File: src/rtl/alu_pkg.sv
// Shared definitions for the sequential ALU: op-code constants, FSM state
// encoding and the flag bundle. Also used by decode and by the testbench.
package alu_pkg;

    localparam logic [3:0] OP_AND  = 4'b0000;
    localparam logic [3:0] OP_OR   = 4'b0001;
    localparam logic [3:0] OP_ADD  = 4'b0010;
    localparam logic [3:0] OP_SUB  = 4'b0110;
    localparam logic [3:0] OP_SLT  = 4'b0111;
    localparam logic [3:0] OP_NOR  = 4'b1100;
    localparam logic [3:0] OP_SLL  = 4'b1000;
    localparam logic [3:0] OP_SRL  = 4'b1001;
    localparam logic [3:0] OP_SRA  = 4'b1010;
    localparam logic [3:0] OP_MULU = 4'b1011;

    typedef enum logic [1:0] {
        ST_IDLE = 2'd0,
        ST_BUSY = 2'd1,
        ST_DONE = 2'd2
    } alu_state_t;

    typedef struct packed {
        logic zero;
        logic cout;
        logic overflow;
        logic illegal;
    } alu_flags_t;

    function automatic logic op_is_legal(input logic [3:0] op);
        logic legal;
        unique case (op)
            OP_AND, OP_OR, OP_ADD, OP_SUB, OP_SLT,
            OP_NOR, OP_SLL, OP_SRL, OP_SRA, OP_MULU: legal = 1'b1;
            default:                                 legal = 1'b0;
        endcase
        return legal;
    endfunction

endpackage

File: src/rtl/alu_seq_if.sv
// Issue/writeback bundle of the sequential ALU.
//  in_valid/in_ready   : issue handshake carrying op, src1, src2
//  out_valid/out_ready : writeback handshake carrying result and flags
// master = issue/writeback side, slave = the ALU.
interface alu_seq_if #(
    parameter int WIDTH = 32
);
    logic             in_valid;
    logic             in_ready;
    logic [3:0]       op;
    logic [WIDTH-1:0] src1;
    logic [WIDTH-1:0] src2;
    logic             out_valid;
    logic             out_ready;
    logic [WIDTH-1:0] result;
    logic             zero;
    logic             cout;
    logic             overflow;
    logic             illegal;

    modport master (
        output in_valid, op, src1, src2, out_ready,
        input  in_ready, out_valid, result, zero, cout, overflow, illegal
    );

    modport slave (
        input  in_valid, op, src1, src2, out_ready,
        output in_ready, out_valid, result, zero, cout, overflow, illegal
    );
endinterface

File: src/rtl/alu_mul_seq.sv
// Shift-add unsigned multiplier, one multiplier bit per cycle, WIDTH cycles.
//  clk, rst_n : clock, synchronous active-low reset (control state only)
//  start      : latch mcand/mplier and begin iterating
//  mcand      : multiplicand
//  mplier     : multiplier
//  busy       : iterations in progress
//  done       : high during the last iteration; product is valid that cycle
//  product    : value the accumulator takes at the end of this cycle
//               (full 2*WIDTH product while done is high)
module alu_mul_seq
    import alu_pkg::*;
#(
    parameter int WIDTH = 32
) (
    input  logic               clk,
    input  logic               rst_n,
    input  logic               start,
    input  logic [WIDTH-1:0]   mcand,
    input  logic [WIDTH-1:0]   mplier,
    output logic               busy,
    output logic               done,
    output logic [2*WIDTH-1:0] product
);
    localparam int CW = $clog2(WIDTH);

    logic             busy_q;
    logic [CW-1:0]    cnt_q;
    logic [WIDTH-1:0] mcand_q;
    // Upper half accumulates partial sums, lower half holds the multiplier
    // bits not yet consumed; the whole thing shifts right each iteration.
    logic [2*WIDTH-1:0] acc_q;
    logic [2*WIDTH-1:0] acc_nxt;
    logic [WIDTH:0]     partial;

    always_comb begin
        partial = {1'b0, acc_q[2*WIDTH-1:WIDTH]}
                + (acc_q[0] ? {1'b0, mcand_q} : {(WIDTH+1){1'b0}});
        acc_nxt = {partial, acc_q[WIDTH-1:1]};
    end

    assign done    = busy_q && (cnt_q == CW'(WIDTH - 1));
    assign busy    = busy_q;
    assign product = acc_nxt;

    always_ff @(posedge clk) begin
        if (!rst_n) begin
            busy_q <= 1'b0;
            cnt_q  <= '0;
        end else if (start) begin
            busy_q <= 1'b1;
            cnt_q  <= '0;
        end else if (busy_q) begin
            if (done) begin
                busy_q <= 1'b0;
                cnt_q  <= '0;
            end else begin
                cnt_q <= cnt_q + CW'(1);
            end
        end
    end

    always_ff @(posedge clk) begin
        if (start) begin
            mcand_q <= mcand;
            acc_q   <= {{WIDTH{1'b0}}, mplier};
        end else if (busy_q) begin
            acc_q <= acc_nxt;
        end
    end

endmodule

File: src/rtl/alu_seq.sv
// Sequential ALU between decode/issue and writeback. Single-cycle ops are
// evaluated on accept and registered; MULU runs on alu_mul_seq for WIDTH
// cycles. Result and flags hold while out_valid and not out_ready.
//  clk    : rising-edge clock
//  rst_n  : synchronous active-low reset; discards any in-flight op
//  bus    : alu_seq_if slave (in_valid/in_ready/op/src1/src2,
//           out_valid/out_ready/result/zero/cout/overflow/illegal)
module alu_seq
    import alu_pkg::*;
#(
    parameter int WIDTH = 32,
    parameter int SHW   = $clog2(WIDTH)
) (
    input  logic       clk,
    input  logic       rst_n,
    alu_seq_if.slave   bus
);

    alu_state_t state_q;
    alu_state_t state_d;
    logic       in_ready_c;
    logic       accept;
    logic       is_mul;
    logic       mul_start;
    logic       mul_busy;
    logic       mul_done;
    logic [2*WIDTH-1:0] mul_prod;

    logic [WIDTH-1:0] alu_res;
    logic             alu_cout;
    logic             alu_ovf;
    logic             alu_ill;

    logic [WIDTH-1:0] result_p1;
    alu_flags_t       flags_p1;

    // Single-cycle ops. MULU and illegal codes yield result 0 here; MULU is
    // completed by the multiplier.
    function automatic void alu_eval(
        input  logic [3:0]       op,
        input  logic [WIDTH-1:0] a,
        input  logic [WIDTH-1:0] b,
        output logic [WIDTH-1:0] res,
        output logic             cout,
        output logic             ovf,
        output logic             ill
    );
        logic [SHW-1:0]          sh;
        logic [WIDTH:0]          sum;
        logic signed [WIDTH-1:0] a_s;
        logic signed [WIDTH-1:0] b_s;
        logic signed [WIDTH-1:0] sra_s;
        sh    = b[SHW-1:0];
        a_s   = $signed(a);
        b_s   = $signed(b);
        sra_s = a_s >>> sh;
        sum   = '0;
        res   = '0;
        cout  = 1'b0;
        ovf   = 1'b0;
        ill   = !op_is_legal(op);
        unique case (op)
            OP_AND: res = a & b;
            OP_OR:  res = a | b;
            OP_NOR: res = ~(a | b);
            OP_ADD: begin
                sum  = {1'b0, a} + {1'b0, b};
                res  = sum[WIDTH-1:0];
                cout = sum[WIDTH];
                ovf  = (a[WIDTH-1] == b[WIDTH-1]) && (sum[WIDTH-1] != a[WIDTH-1]);
            end
            OP_SUB: begin
                // carry out of a + ~b + 1: 1 means no borrow
                sum  = {1'b0, a} + {1'b0, ~b} + {{WIDTH{1'b0}}, 1'b1};
                res  = sum[WIDTH-1:0];
                cout = sum[WIDTH];
                ovf  = (a[WIDTH-1] != b[WIDTH-1]) && (sum[WIDTH-1] != a[WIDTH-1]);
            end
            OP_SLT: res[0] = (a_s < b_s);
            OP_SLL: res = a << sh;
            OP_SRL: res = a >> sh;
            OP_SRA: res = sra_s;
            default: res = '0;
        endcase
    endfunction

    assign is_mul    = (bus.op == OP_MULU);
    assign mul_start = accept && is_mul;

    always_comb begin
        alu_eval(bus.op, bus.src1, bus.src2, alu_res, alu_cout, alu_ovf, alu_ill);
    end

    alu_mul_seq #(
        .WIDTH (WIDTH)
    ) u_mul (
        .clk     (clk),
        .rst_n   (rst_n),
        .start   (mul_start),
        .mcand   (bus.src1),
        .mplier  (bus.src2),
        .busy    (mul_busy),
        .done    (mul_done),
        .product (mul_prod)
    );

    // FSM state register
    always_ff @(posedge clk) begin
        if (!rst_n) begin
            state_q <= ST_IDLE;
        end else begin
            state_q <= state_d;
        end
    end

    // Next state and handshake. In DONE a new op is taken in the same cycle
    // the current result drains, giving one op per cycle under full flow.
    always_comb begin
        state_d    = state_q;
        in_ready_c = 1'b0;
        accept     = 1'b0;
        unique case (state_q)
            ST_IDLE: begin
                in_ready_c = 1'b1;
                accept     = bus.in_valid;
                if (accept) begin
                    state_d = is_mul ? ST_BUSY : ST_DONE;
                end
            end
            ST_BUSY: begin
                if (mul_done && mul_busy) begin
                    state_d = ST_DONE;
                end
            end
            ST_DONE: begin
                in_ready_c = bus.out_ready;
                accept     = bus.in_valid && bus.out_ready;
                if (bus.out_ready) begin
                    if (accept) begin
                        state_d = is_mul ? ST_BUSY : ST_DONE;
                    end else begin
                        state_d = ST_IDLE;
                    end
                end
            end
            default: state_d = ST_IDLE;
        endcase
    end

    // Output stage: loaded on a single-cycle accept or on the last multiply
    // iteration; otherwise held, which keeps it stable under back-pressure.
    always_ff @(posedge clk) begin
        if (!rst_n) begin
            result_p1 <= '0;
            flags_p1  <= '0;
        end else if (accept && !is_mul) begin
            result_p1         <= alu_res;
            flags_p1.zero     <= (alu_res == '0);
            flags_p1.cout     <= alu_cout;
            flags_p1.overflow <= alu_ovf;
            flags_p1.illegal  <= alu_ill;
        end else if (mul_done) begin
            result_p1         <= mul_prod[WIDTH-1:0];
            flags_p1.zero     <= (mul_prod[WIDTH-1:0] == '0);
            flags_p1.cout     <= |mul_prod[2*WIDTH-1:WIDTH];
            flags_p1.overflow <= 1'b0;
            flags_p1.illegal  <= 1'b0;
        end
    end

    assign bus.in_ready  = in_ready_c;
    assign bus.out_valid = (state_q == ST_DONE);
    assign bus.result    = result_p1;
    assign bus.zero      = flags_p1.zero;
    assign bus.cout      = flags_p1.cout;
    assign bus.overflow  = flags_p1.overflow;
    assign bus.illegal   = flags_p1.illegal;

endmodule
File: src/flat_wrapper.sv
// flat-port wrapper written by rule: the top's interface ports become plain ports
module alu_seq_flat import alu_pkg::*;
#(
    parameter int WIDTH = 32,
    parameter int SHW   = $clog2(WIDTH)
)
  (clk, rst_n, bus_in_valid, bus_op, bus_src1, bus_src2, bus_out_ready, bus_in_ready, bus_out_valid, bus_result, bus_zero, bus_cout, bus_overflow, bus_illegal);
  alu_seq_if #(.WIDTH(WIDTH)) bus_i ();
  input  logic clk;
  input  logic rst_n;
  input wire logic [$bits(bus_i.in_valid)-1:0] bus_in_valid;
  input wire logic [$bits(bus_i.op)-1:0] bus_op;
  input wire logic [$bits(bus_i.src1)-1:0] bus_src1;
  input wire logic [$bits(bus_i.src2)-1:0] bus_src2;
  input wire logic [$bits(bus_i.out_ready)-1:0] bus_out_ready;
  output wire logic [$bits(bus_i.in_ready)-1:0] bus_in_ready;
  output wire logic [$bits(bus_i.out_valid)-1:0] bus_out_valid;
  output wire logic [$bits(bus_i.result)-1:0] bus_result;
  output wire logic [$bits(bus_i.zero)-1:0] bus_zero;
  output wire logic [$bits(bus_i.cout)-1:0] bus_cout;
  output wire logic [$bits(bus_i.overflow)-1:0] bus_overflow;
  output wire logic [$bits(bus_i.illegal)-1:0] bus_illegal;
  assign bus_i.in_valid = bus_in_valid;
  assign bus_i.op = bus_op;
  assign bus_i.src1 = bus_src1;
  assign bus_i.src2 = bus_src2;
  assign bus_i.out_ready = bus_out_ready;
  assign bus_in_ready = bus_i.in_ready;
  assign bus_out_valid = bus_i.out_valid;
  assign bus_result = bus_i.result;
  assign bus_zero = bus_i.zero;
  assign bus_cout = bus_i.cout;
  assign bus_overflow = bus_i.overflow;
  assign bus_illegal = bus_i.illegal;
  alu_seq #(.WIDTH(WIDTH), .SHW(SHW)) u_core (.clk(clk), .rst_n(rst_n), .bus(bus_i));
endmodule
File: config.mk
export PLATFORM = sky130hd
export DESIGN_NAME = alu_seq_flat
export DESIGN_NICKNAME = d
export VERILOG_FILES = /design/src/rtl/alu_pkg.sv /design/src/rtl/alu_seq_if.sv /design/src/rtl/alu_mul_seq.sv /design/src/rtl/alu_seq.sv /design/src/flat_wrapper.sv
export SDC_FILE = /design/constraint.sdc
export NUM_CORES = 1
export LEC_CHECK = 0
export ABC_AREA = 1
export BUFFER_PORTS_ARGS = -buffer_cell sky130_fd_sc_hd__buf_2
export CORE_MARGIN = 2
export CORE_UTILIZATION = 40
export DETAILED_ROUTE_END_ITERATION = 7
export SYNTH_ARGS = -nofsm -noshare
export SYNTH_HDL_FRONTEND = slang
export SYNTH_SLANG_ARGS = --single-unit
export TNS_END_PERCENT = 50
File: constraint.sdc
create_clock -name clk -period 7.7 [get_ports clk]
set_input_delay 1.54 -clock clk [delete_from_list [all_inputs] [get_ports clk]]
set_output_delay 1.54 -clock clk [all_outputs]
set_load 0.005 [all_outputs]
==> results of run 1 <==
[flip-flops by register name, indices dropped and copies added (netlist names)]
name,flops
u_core.bus.illegal,1
u_core.u_mul.mcand_q,32
u_core.u_mul.cnt_q,5
u_core.u_mul.busy,1
u_core.u_mul.acc_q,64
u_core.bus.overflow,1
u_core.bus.cout,1
u_core.bus.result,32
u_core.bus.zero,1
u_core.state_q,2
[kinds of logic (layout without fill, tap and decap cells)]
family | count (synthesis) | after routing
XOR/XNOR | 16 | 16
other | 0 | 2
AO/OA/AOI/OAI | 426 | 426
flip-flops | 140 | 140
AND/OR/NAND/NOR | 1885 | 1885
adder cells (fa/ha/maj) | 136 | 136
buffers and inverters | 534 | 580
[worst max-delay path, stage by stage]
cell	delay (ns)
sky130_fd_sc_hd__buf_2	0.11
sky130_fd_sc_hd__inv_2	0.30
sky130_fd_sc_hd__buf_4	0.55
sky130_fd_sc_hd__ha_1	0.37
sky130_fd_sc_hd__nor2_1	0.19
sky130_fd_sc_hd__nand3_1	0.11
sky130_fd_sc_hd__nand3_1	0.23
sky130_fd_sc_hd__nand2_1	0.12
sky130_fd_sc_hd__nand2_1	0.19
sky130_fd_sc_hd__nand2_1	0.08
sky130_fd_sc_hd__nand3_1	0.09
sky130_fd_sc_hd__o21ai_0	0.26
sky130_fd_sc_hd__inv_1	0.19
sky130_fd_sc_hd__nand3_1	0.17
sky130_fd_sc_hd__nor2_1	0.17
sky130_fd_sc_hd__nand3_1	0.13
sky130_fd_sc_hd__nor2_1	0.10
sky130_fd_sc_hd__nand2_1	0.06
sky130_fd_sc_hd__nor2_1	0.12
sky130_fd_sc_hd__nor2_1	0.05
sky130_fd_sc_hd__nor2_1	0.09
[area by class of cell]
type | count | share of cell area (%)
inverter | 418 | 8.17
antenna | 2 | 0.0260
multi-input combinational | 2463 | 63.4
timing repair buffer | 130 | 3.65
clock buffer | 21 | 2.51
tap | 592 | 3.85
sequential | 140 | 17.9
clock inverter | 11 | 0.552
[Yosys cell counts, types with 3 or more instances]
cell,n
sky130_fd_sc_hd__clkbuf_1,41
sky130_fd_sc_hd__a21oi_1,144
sky130_fd_sc_hd__o211ai_1,9
sky130_fd_sc_hd__a211oi_1,17
sky130_fd_sc_hd__xnor2_1,10
sky130_fd_sc_hd__nand3_1,453
sky130_fd_sc_hd__nand2_4,4
sky130_fd_sc_hd__a221oi_1,14
sky130_fd_sc_hd__dfxtp_1,76
sky130_fd_sc_hd__o22ai_1,5
sky130_fd_sc_hd__fa_1,3
sky130_fd_sc_hd__a31oi_1,11
sky130_fd_sc_hd__ha_1,133
sky130_fd_sc_hd__o21ai_1,15
sky130_fd_sc_hd__nand3b_1,6
sky130_fd_sc_hd__nor3_1,21
sky130_fd_sc_hd__buf_6,7
sky130_fd_sc_hd__nor2_2,6
sky130_fd_sc_hd__a22o_1,18
sky130_fd_sc_hd__inv_1,407
sky130_fd_sc_hd__buf_4,10
sky130_fd_sc_hd__nor2_1,377
sky130_fd_sc_hd__and2_1,7
sky130_fd_sc_hd__nand4_1,40
sky130_fd_sc_hd__edfxtp_1,64
sky130_fd_sc_hd__nand2_2,5
sky130_fd_sc_hd__nor2_4,3
sky130_fd_sc_hd__nor4_1,5
sky130_fd_sc_hd__or2_2,3
sky130_fd_sc_hd__o21ai_0,173
sky130_fd_sc_hd__buf_1,10
sky130_fd_sc_hd__buf_2,48
sky130_fd_sc_hd__xor2_1,6
sky130_fd_sc_hd__nand2_1,953
sky130_fd_sc_hd__inv_2,9
sky130_fd_sc_hd__o21bai_1,9
[per-stage QoR]
step | std cells | power [mW] | worst slack, ns | hold WS (ns) | util [%]
after floorplan | 3137 | 1.73 | 3.80 | 0.435 | -
after global placement | 3743 | 2.17 | 2.55 | 0.447 | 42.4
after detailed placement | 3743 | 2.17 | 2.52 | 0.453 | 42.4
after CTS | 3775 | 3.05 | 3.04 | 0.467 | 43.7
after global routing | 3775 | 3.24 | 2.68 | 0.490 | 43.7
final | 3777 | 3.07 | 2.85 | 0.463 | 43.7
[routing by layer]
metal  GRT usage [%]  vias to the layer above  wire [um]
met3            9.21                      259       9100
met5               0                        -          0
li1                -                    10300          -
met1            50.8                    10100      38100
met2            57.6                     1246      37700
met4            24.5                        0       6470
[worst paths after layout]
check                         from                   end
max                    bus_src2[1]       u_core.bus.zero
min           u_core.bus.result[1]  u_core.bus.result[1]
max reg2reg  u_core.u_mul.acc_q[0]       u_core.bus.cout
min reg2reg   u_core.bus.result[1]  u_core.bus.result[1]
[power groups by stage]
stage | Combinational (mW) | Clock, mW | Sequential, mW
2_1_floorplan | 0.843 | 0 | 0.891
3_3_place_gp | 1.28 | 0 | 0.896
3_5_place_dp | 1.27 | 0 | 0.899
4_1_cts | 1.28 | 0.889 | 0.883
5_1_grt | 1.44 | 0.910 | 0.891
6_report | 1.32 | 0.869 | 0.884
[cells in the final DEF (no fill, tap or decap), drive strengths merged, types with 6 or more instances in the layout]
cell type and n:
xor2 6, xnor2 10, nand3 453, a211oi 18
nand4 40, buf 130, clkbuf 21, o21ai 188
a31oi 11, a221oi 14, ha 133, o211ai 9
a21oi 146, a22o 18, nor3 21, o21bai 9
inv 422, edfxtp 64, nor2 386, and2 7
nand2 962, nand3b 6, dfxtp 76
==> flow_metrics.tcl, run 1 <==
set metrics [dict create \
    reg2regPathDepth 24 \
    cap_viol_max_count 0 \
    routed-via-count 21900 \
    grt_use_total_pct 38.9 \
    critical_path_arrival_ns 5.27 \
    max_rail_drop_vdd_mv 0.0953 \
    hold_buffers 0 \
    syn-instance-count 3137 \
    worst_hold_path.num_cells 2 \
    min_tclk_post_route_ns 4.85 \
    path_clk_slew_ns 0.06 \
    synth_top_cell_by_area "sky130_fd_sc_hd__nand2_1" \
    worst_path_required_ns 8.12 \
    io_buffers 109 \
    final_report_max_slew_violation_count 0 \
    area.sequential_sq_um 3440 \
    viasPerCell 5.80 \
    clock-root-buffer "sky130_fd_sc_hd__clkbuf_16" \
    grt_antenna_before_repair 0 \
    post_synth_and_or_nand_nor_area_fraction_pct 44.5 \
    num_ports 110 \
    timing.max_slew.rel_slack_pct 30.2 \
    drtAntennaViolNets 0 \
    timing_worst_setup_path_type "in -> reg" \
    synth_top_area_share_pct 20.1 \
    grt.overflow.total 0 \
    asyncSetResetFlopFracSynth_pct 0 \
    detail_route.drc_violations 0 \
    rows 77 \
    main_combinational_cell_family_by_area_after_synthesis "simple AND/OR/NAND/NOR gates" \
    synth_top_flop_cell "sky130_fd_sc_hd__dfxtp_1" \
    postSynthRegisterBits 140 \
    post_cts_repair_setup_buffers 0 \
    timing.final.hold_violations 0 \
    clk_latency_ns 0.50 \
    place.detailed.hpwl_mm 74.7 \
    final-setup-viol-count 0 \
    final.period_utilization_pct 63.0 \
    ctsResizeCount 0 \
    clock_sinks 140 \
    intPower_mw 1.71 \
    switching_share_pct 44.3 \
    average_routed_wire_per_standard_cell_um 24.2 \
    dpl-instance-area_sq_um 18700 \
    final.setup_skew_ns 0.0151 \
    postRouteWirelength_mm 91.4 \
    fmaxAchievable_mhz 206 \
    power_density_nw_per_um2 160 \
    post_synth_instance_area_sq_um 17800 \
    share_seq_of_total_power_pct 28.7 \
    status "complete, no violations" \
    placeable_core_area_sq_um 44000 \
    drt_pass1_iterations 6 \
    grt_max_degree 67 \
    drive_gt1_share_pct 6.25 \
    critical_path_peak_fanout 49 \
    fin_tns_setup_ns 0 \
    area_growth_syn_to_layout_pct 8.31 \
    part_of_the_yosys_area_used_for_sequential_elements_pct 19.4 \
    ys_warn_count 0 \
    p_clk_share_pct 28.3 \
    synth.net_count 3345 \
    setup.worst_path.start_class "primary input" \
    cts_tree "built" \
    cts_max_path_buffers 2 \
    yosys.area_share.xor_xnor_pct 0.788 \
    max_slew.worst_pin.slew_ns 1.04 \
    multi_input_area_sq_um 12200 \
    synthAdderAreaFrac_pct 9.70 \
    timing.critical_path.to_type "flip-flop" \
    drt_iter0_drc 2547 \
    rsz0062_at_grt "false" \
    synth-compound-area-share_pct 13.5 \
    yosys-top-cells-area "sky130_fd_sc_hd__nand2_1, sky130_fd_sc_hd__nand3_1, sky130_fd_sc_hd__edfxtp_1" \
    chipWidth_um 215 \
    die_area_sq_um 46200 \
    grt_first_pass_wirelength_mm 132 \
    power.static_leakage_nw 9.98 \
    numCtsBuffers 17 \
    synth_cell_types 47 \
    design.final.nets 3378 \
    gp_congestion 1.10 \
    final_design_area_no_fill_sq_um 19300 \
    synthMuxAreaShare_pct 0 \
    timing.reg2reg.setup_slack_ns 3.85 \
    cts_max_level 4 \
    grt_pass1_vias 20500 \
    p_comb_share_pct 43.0 \
    die_h_um 215 \
    layout.filler_cells 4908 \
    initial_core_util_pct 40.4 \
    synthesis.area_per_instance_sq_um 5.67 \
    hold_class "reg -> reg" \
    power_switching_mw 1.36 \
    synth_enable_flop_cells 64 \
]
Note: power is estimated with default switching activity, not from simulation.
==> run 2, diff against run 1 <==
Clock period 7.7 ns to 3.9 ns, I/O delays scaled along.
==> run 2 against run 1 <==
  * The flow now finishes with violations (design-rule violations)
  * Clock-buffer cell count grew 4
  * Sequential share of layout area shrank 1.3 points
  * Sequential power grew 98%
  * Final area grew 7.8%
  * Clock power grew 120%
  * Global-route usage grew 1.7 points
  * Cell count grew 4.9%
  * Worst setup slack lost 2.6 ns
  * Critical path depth grew 2
  * Flip-flop and latch count is the same
  * First-iteration DRC count grew 12%
  * Total power grew 110%
  * Critical endpoint is now u_core.bus.cout
  * Highest routed layer is now met5
==> flow_metrics.tcl, run 2 (synthesized netlist as in run 1, its figures left out) <==
set metrics [dict create \
    status "finished with violations" \
    violations "design-rule violations" \
    grt.overflow.total 0 \
    timing_worst_setup_path_type "reg -> reg" \
    die_h_um 215 \
    holdCritStartpoint "u_core.bus.illegal" \
    die_area_sq_um 46200 \
    met3_use_gr_pct 8.34 \
    grt_antenna_before_repair 4 \
    chipWidth_um 215 \
    final.period_utilization_pct 92.5 \
    timing.hold.ws_ns 0.463 \
    hold_class "reg -> reg" \
    rsz0062_at_grt "false" \
    drtAntennaViolNets 0 \
    final_design_area_no_fill_sq_um 20800 \
    timing.reg2reg.setup_slack_ns 0.29 \
    crit_slowest_cell "sky130_fd_sc_hd__edfxtp_1" \
    postRouteWirelength_mm 96.0 \
    routed-via-count 23100 \
    clk_latency_ns 0.49 \
    grt_pass1_vias 21400 \
    drt_pass1_iterations 8 \
    met2_usage_pct 60.7 \
    io_buffers 109 \
    total_power_mw 6.55 \
    dpl-instance-area_sq_um 20100 \
    postLayoutSetupSlackWorst_ns 0.293 \
    mostFrequentLayoutCells "sky130_fd_sc_hd__nand2_1, sky130_fd_sc_hd__nand3_1, sky130_fd_sc_hd__inv_1" \
    path_clk_slew_ns 0.07 \
    drt_iter0_drc 2864 \
    max_flop_register "u_core.u_mul.acc_q" \
    dpl_worst_slack_ns 0.109 \
    post_cts_repair_setup_buffers 0 \
    detail_route.drc_violations 1 \
    final-setup-viol-count 0 \
    placeable_core_area_sq_um 44000 \
    grt_first_pass_wirelength_mm 138 \
    hold_buffers 0 \
    power.static_leakage_nw 10.9 \
    critical_path_arrival_ns 3.91 \
    timing.final.hold_violations 0 \
    critical_path_peak_fanout 18 \
    initial_core_util_pct 40.4 \
    place.detailed.hpwl_mm 79.5 \
    grt_use_total_pct 40.6 \
    worst_path_required_ns 4.21 \
    worst_hold_path.endpoint "u_core.bus.illegal" \
    reg2regPathDepth 23 \
    viasPerCell 5.82 \
    rows 77 \
    final_core_utilization_pct 47.2 \
    worst_hold_path.num_cells 2 \
    power_density_nw_per_um2 316 \
    final.setup_skew_ns 0.0174 \
    timing.critical_path.to_type "flip-flop" \
    cts_max_path_buffers 2 \
    gp_congestion 1.11 \
    layout.cells.most_common "sky130_fd_sc_hd__nand2_1" \
    min_tclk_post_route_ns 3.61 \
    grt-busiest-layer "met2" \
    crit_path_largest_cell_delay_ns 0.42 \
    ctsResizeCount 0 \
    average_routed_wire_per_standard_cell_um 24.2 \
    max_slew.worst_pin.slew_ns 1.30 \
    max_rail_drop_vdd_mv 0.283 \
    clock_sinks 140 \
    cts_max_level 4 \
    fmaxAchievable_mhz 277 \
    num_ports 110 \
    cp_cell_sequence "buf_12, buf_12, nand2_1, inv_1, ha_1, nand2_1, o21ai_1, nand2_1, nand2_1, nand2_1, nand2_1, nand2_1, nand3_1, nand2_1, nor2_1, nand2_1, nor2_1, nand3_1, buf_4, nand2_1, nand2_1, nand2_1, a21oi_1" \
    cap_viol_max_count 0 \
    timing.max_slew.rel_slack_pct 13.0 \
    reg2reg_from "u_core.u_mul.acc_q[0]" \
    crit_path_frequent_cell "sky130_fd_sc_hd__nand2_1" \
    worstReg2RegEnd "u_core.bus.cout" \
    area_growth_syn_to_layout_pct 16.8 \
    final_report_max_slew_violation_count 0 \
    cts_tree "built" \
    grt_max_degree 67 \
    drive_gt1_share_pct 11.3 \
    largest_register_ff_count 64 \
    grtUsageMet1_pct 53.6 \
    setup.worst_path.start_class "flip-flop" \
    numCtsBuffers 17 \
    design.final.nets 3562 \
    clock-root-buffer "sky130_fd_sc_hd__clkbuf_16" \
]
## run 2: cell count changes in the layout (fill, tap and decap cells not counted), sizes merged
cell | before | now
bufinv | 1 | 3
clkbuf | 21 | 25
clkinv | 4 | 1
inv | 422 | 420
clkinvlp | 2 | 1
buf | 130 | 314
## run 2: how the worst max path moves through the flow
stage                               start         endpoint  depth (start not counted)  slack, ns
global route        u_core.u_mul.acc_q[0]  u_core.bus.cout                         25       0.03
global placement             bus_src2[13]  u_core.bus.zero                         19      -0.04
CTS                 u_core.u_mul.acc_q[0]  u_core.bus.cout                         23       0.39
finish              u_core.u_mul.acc_q[0]  u_core.bus.cout                         23       0.29
floorplan                     bus_src2[3]  u_core.bus.zero                         21       0.76
detailed placement            bus_src2[0]  u_core.bus.zero                         18       0.11
## run 2: routing by layer
metal	up-vias	share of wire, %
met2	1334	42
met5	-	0.014
met4	2	6.7
met3	263	9.3
li1	10600	-
met1	10800	42
## run 2: power breakdown
part,internal (mW),switching (mW)
registers,1.67,0.0781
logic,0.967,1.96
clock network,1.13,0.754
## run 2: through the flow
stage          TNS (ns)  cells
2_1_floorplan         0   3137
3_3_place_gp    -0.0359   3927
3_5_place_dp          0   3927
4_1_cts               0   3959
5_1_grt               0   3959
6_report              0   3961
## run 2: area by class of cell
type                            count  area (sq um)
Fill cell                        4942         23300
Multi-Input combinational cell   2463         12200
Antenna cell                        2          5.00
Inverter                          418          1570
Timing Repair Buffer              314          2160
Clock inverter                      7           124
Tap cell                          592           741
Sequential cell                   140          3440
Clock buffer                       25           519
## run 2: critical path, delay by kind of cell, from the launching register on
| family | cells | cell delay (ns) |
|---|---|---|
| simple gates | 16 | 1.66 |
| buf+inv | 4 | 0.54 |
| flops | 1 | 0.42 |
| compound gates | 2 | 0.40 |
| fa+ha+maj | 1 | 0.37 |
